$ cat config.mk
export PLATFORM = sky130hd
export DESIGN_NAME = trace_capture
export DESIGN_NICKNAME = d
export VERILOG_FILES = /design/src/rtl/trace_pkg.sv /design/src/rtl/trace_fifo.sv /design/src/rtl/trace_capture.sv
export SDC_FILE = /design/constraint.sdc
export NUM_CORES = 1
export LEC_CHECK = 0
export ABC_AREA = 1
export BUFFER_PORTS_ARGS = -buffer_cell sky130_fd_sc_hd__buf_4
export CAP_MARGIN = 15
export CORE_ASPECT_RATIO = 0.6
export CORE_MARGIN = 8
export CORE_UTILIZATION = 60
export DETAILED_ROUTE_END_ITERATION = 16
export PLACE_DENSITY = 0.85
export SYNTH_ARGS = -nofsm -noshare
export SYNTH_HDL_FRONTEND = slang
export SYNTH_SLANG_ARGS = --single-unit
$ cat constraint.sdc
create_clock -name clk -period 5.79 [get_ports clk]
set_clock_uncertainty 0.15 [all_clocks]
set_input_delay 0.8685 -clock clk [delete_from_list [all_inputs] [get_ports clk]]
set_output_delay 0.8685 -clock clk [all_outputs]
set_load 0.05 [all_outputs]
$ cat src/rtl/trace_pkg.sv
// trace_pkg: shared state type and default parameters for trace_capture
package trace_pkg;
  typedef enum logic {HOLDOFF, CAPTURE} trace_state_e;
  localparam int DEF_DATA_W = 32;
  localparam int DEF_DEPTH = 16;
  localparam int DEF_HOLDOFF = 3;
  localparam int DROP_W = 16;
endpackage

$ cat src/rtl/trace_fifo.sv
// trace_fifo: circular show-ahead FIFO; clk/rst, i_push/i_pop/i_data in, o_data/o_count/o_full/o_empty out
module trace_fifo #(
  parameter int DATA_W = 32,
  parameter int DEPTH = 16
) (
  input  logic                       clk,
  input  logic                       rst,
  input  logic                       i_push,
  input  logic                       i_pop,
  input  logic [DATA_W-1:0]          i_data,
  output logic [DATA_W-1:0]          o_data,
  output logic [$clog2(DEPTH+1)-1:0] o_count,
  output logic                       o_full,
  output logic                       o_empty
);
  localparam int PW = $clog2(DEPTH);
  localparam int CW = $clog2(DEPTH+1);
  logic [DATA_W-1:0] r_mem [DEPTH];
  logic [PW-1:0] r_wr, r_rd;
  logic [CW-1:0] r_count;
  always_ff @(posedge clk) begin
    if (i_push) r_mem[r_wr] <= i_data;
  end
  always_ff @(posedge clk) begin
    if (rst) begin
      r_wr <= '0;
      r_rd <= '0;
      r_count <= '0;
    end else begin
      if (i_push) r_wr <= r_wr + 1'b1;
      if (i_pop) r_rd <= r_rd + 1'b1;
      r_count <= r_count + CW'(i_push) - CW'(i_pop);
    end
  end
  assign o_count = r_count;
  assign o_empty = r_count == '0;
  assign o_full = r_count == CW'(DEPTH);
  assign o_data = o_empty ? '0 : r_mem[r_rd];
endmodule

$ cat src/rtl/trace_capture.sv
// trace_capture: hold-off then capture samples into a FIFO drained over valid/ready, with sticky overflow and saturating drop count
module trace_capture import trace_pkg::*; #(
  parameter int DATA_W = DEF_DATA_W,
  parameter int DEPTH = DEF_DEPTH,
  parameter int HOLDOFF = DEF_HOLDOFF
) (
  input  logic                       clk,
  input  logic                       reset,
  input  logic                       sample_valid,
  input  logic [DATA_W-1:0]          sample_data,
  output logic                       out_valid,
  output logic [DATA_W-1:0]          out_data,
  input  logic                       out_ready,
  output logic                       armed,
  output logic [$clog2(DEPTH+1)-1:0] count,
  output logic                       full,
  output logic                       overflow,
  output logic [DROP_W-1:0]          drop_count
);
  localparam int HW = $clog2(HOLDOFF + 2);
  trace_state_e r_state, w_next;
  logic [HW-1:0] r_hcnt;
  logic r_overflow;
  logic [DROP_W-1:0] r_drops;
  logic w_hold, w_done, w_push, w_pop, w_drop, w_empty;
  assign w_done = (HOLDOFF <= 1) || (r_hcnt == HW'(HOLDOFF - 1));
  always_comb begin
    w_hold = r_state == trace_pkg::HOLDOFF;
    w_next = (w_hold && w_done) ? CAPTURE : r_state;
    w_pop = out_valid && out_ready;
    w_push = !w_hold && sample_valid && (!full || w_pop);
    w_drop = !w_hold && sample_valid && full && !w_pop;
  end
  always_ff @(posedge clk) begin
    if (reset) begin
      r_state <= trace_pkg::HOLDOFF;
      r_hcnt <= '0;
      r_overflow <= 1'b0;
      r_drops <= '0;
    end else begin
      r_state <= w_next;
      if (w_hold && !w_done) r_hcnt <= r_hcnt + 1'b1;
      if (w_drop) begin
        r_overflow <= 1'b1;
        r_drops <= r_drops + DROP_W'(r_drops != '1);
      end
    end
  end
  trace_fifo #(.DATA_W(DATA_W), .DEPTH(DEPTH)) u_fifo (
    .clk(clk),
    .rst(reset),
    .i_push(w_push),
    .i_pop(w_pop),
    .i_data(sample_data),
    .o_data(out_data),
    .o_count(count),
    .o_full(full),
    .o_empty(w_empty)
  );
  assign out_valid = !w_empty;
  assign armed = r_state == CAPTURE;
  assign overflow = r_overflow;
  assign drop_count = r_drops;
endmodule

==> results.cfg <==
[setup_path]
crit_path_top_delay_cell = inv_6
crit_arrival_ns = 3.39
cpMostUsedCell = nand2_1
critPathMaxFanout = 108
crit_chain = inv_6, buf_12, nand2_1, nand3_1, nand3_1, nand2_1, nand2_1, a21oi_1, buf_4
start_kind = register
required_ns = 4.77
critPathKind = reg -> out
cpPeakStageDelay_ns = 0.66
endpoint_kind = output pin
rr_startpoint = u_fifo.o_count[2]

[sta]
final_hold_viol_count = 0
fin_crit_ns = 4.408
setup_tns_ns = 0
setup_viol_count_final = 0
maxSlewViolCount = 0
slew_headroom_pct = 20.90
rsz0062_at_grt = false
tightest_slew_ns = 1.187
setup_slack_ns = 1.382
fmaxAchievable_mhz = 226.9
min_period_over_period_pct = 76.12

[cts]
tritoncts = done
cts_setup_buffers = 0
root_buffer = clkbuf_16
clk-insertion-delay-late_ns = 0.56
clk_pin_slew_ns = 0.07
htreeDepth = 2
cts_sinks = 550
cts-hold-fix-buffers = 0
clockBufferDepth = 3
cts_made_buffers = 47
ctsResizeCount = 0

[detailed_routing]
drt-initial-drc-count = 2453
drc = 0
wl_per_cell_um = 21.84
ant_nets = 0
viasPerCell = 5.991
drt-pass1-iter-count = 6
wl_um = 55950
num_vias = 15350

[place]
io_buffers = 92
dpl.hpwl_um = 28210
dp_slack_ns = 2.018
dp.cells = 2477
place_congestion = 0.8300

[logic_synthesis]
syn-num-nets = 2010
synth-edff-count = 512
ys_seq_elements = 550
avgSynthCellArea_sq_um = 11.53
ys_warn_count = 0
synth-xor-area-share_pct = 0.1164
synth-compound-area-share_pct = 1.685
ys_seq_area_share_pct = 71.46
synth_area_sq_um = 22580
synth_ff_type = edfxtp_1
synth_mux_area_share_pct = 0
async_flop_share_pct = 0
synth_top_family_by_area = simple AND/OR/NAND/NOR gates
syn_inst = 1958
synthAdderAreaFrac_pct = 0.9199
synth_cell_types = 32
synthSimpleGateAreaFrac_pct = 21.81

[floorplan]
initial_core_util_pct = 60.43
io_pins = 93
num_rows = 55
die_h_um = 166.3
dieWidth_um = 266.4
dieArea_sq_um = 44300
design.core.area_sq_um = 37370

[hold_path]
hold_path_class = reg -> reg
hp-start = r_hcnt[2]

[final_layout]
multi_input_area_sq_um = 5658
seq_area_sq_um = 16150
areaGrowthSynthToFinish_pct = 10.09
drive_above_1_share_pct = 10.11
final_nets = 2065
stdcell_count = 2562
final_core_util_pct = 66.52
num-fill-cells = 2554

[global_route]
grt_usage_pct = 24.57
first_global_vias = 14900
antenna_found_initial = 1
grt_max_degree = 207
grt_pass1_wl_um = 84810
grt.overflow.total = 0

[power_and_ir_drop]
p_per_area_nw_per_um2 = 411.1
p_leak_uw = 0.009046
peakVddDrop_mv = 0.2937

[run_status]
status = finished, final reports clean

[flow_run]
max_cap_violations = 0
==> worst max-delay path, delay by kind of cell, from the launching register on <==
kind,cells,cell delay [ns]
DFF,1,0.54
and+or+nand+nor,5,0.52
buffers and inverters,3,1.41
AOI/OAI and AO/OA,1,0.30
==> report_power, final <==
part,total (uW),switching (uW),internal (uW)
Combinational,2820,2060,762
Sequential,4510,103,4410
Clock,2890,1390,1490
==> cell families after synthesis <==
| kind of cell | count (synthesis) |
|---|---|
| flops | 550 |
| simple gates | 1164 |
| xor+xnor | 3 |
| buf+inv | 150 |
| compound gates | 75 |
| fa+ha+maj | 16 |
==> final timing paths <==
path	end	slack [ns]	cells past startpoint
max	out_data[1]	1.38	9
min	r_hcnt[2]	0.34	2
max reg2reg	u_fifo.r_mem[10][22]	2.60	8
min reg2reg	r_hcnt[2]	0.34	2
==> synth_stat cells, types with 12 or more instances <==
library cell / instances / area share [%]
a21oi_1: 60 / 1.3
buf_1: 12 / 0.20
buf_2: 20 / 0.44
buf_4: 24 / 0.80
buf_6: 26 / 1.3
clkbuf_1: 28 / 0.47
dfxtp_1: 38 / 3.4
edfxtp_1: 512 / 68
ha_1: 15 / 0.83
inv_1: 35 / 0.58
nand2_1: 696 / 12
nand3_1: 400 / 8.9
nor2_1: 55 / 0.91
o21ai_0: 13 / 0.29
==> flip-flops by register name (all words and copies together), names as in the netlist, named ones only <==
name	cells
drop_count	16
u_fifo.r_mem	512
overflow	1
r_hcnt	3
u_fifo.o_count	5
armed	1
u_fifo.r_wr	4
u_fifo.r_rd	4
==> per-stage QoR <==
step / total power [uW] / instance area (sq um) / hold slack [ns]
final: 10220 / 24860 / 0.3433
after global routing: 10600 / 24860 / 0.3641
after CTS: 10220 / 24850 / 0.3460
after detailed placement: 7379 / 23510 / 0.3284
after global placement: 7295 / 23510 / 0.3029
after floorplan: 6673 / 22580 / 0.2943
==> placed cells by master (no fill, tap or decap), types with 2 or more instances in the layout <==
cell type	n
nand2_1	696
edfxtp_1	512
nand3_1	400
buf_4	116
a21oi_1	60
clkbuf_16	47
nor2_1	39
inv_1	34
dfxtp_1	34
nor2_4	17
ha_1	15
o21ai_0	13
clkinv_1	13
clkbuf_1	11
clkinv_2	10
inv_6	4
nand4_1	2
nand3b_1	2
nor2_2	2
nor3_1	2
xnor2_1	2
dfxtp_4	2
dfxtp_2	2
clkinvlp_4	2
buf_12	2
==> layer usage <==
layer	up-vias	global-route usage, %	part of all wire, %
met4	0	8.918	3.2
li1	6920	-	-
met3	146	3.889	11
met2	984	39.60	48
met5	-	0	0
met1	7300	33.78	38
==> final cells by class <==
| type | count | share of cell area (%) |
|---|---|---|
| Multi-Input combinational cell | 1258 | 22.76 |
| Sequential cell | 550 | 64.96 |
| Inverter | 38 | 0.6192 |
| Clock buffer | 58 | 4.898 |
| Timing Repair Buffer | 118 | 3.665 |
| Tap cell | 513 | 2.582 |
| Clock inverter | 26 | 0.5084 |
| Antenna cell | 1 | 0.01007 |
(Power assumes the default switching activity.)
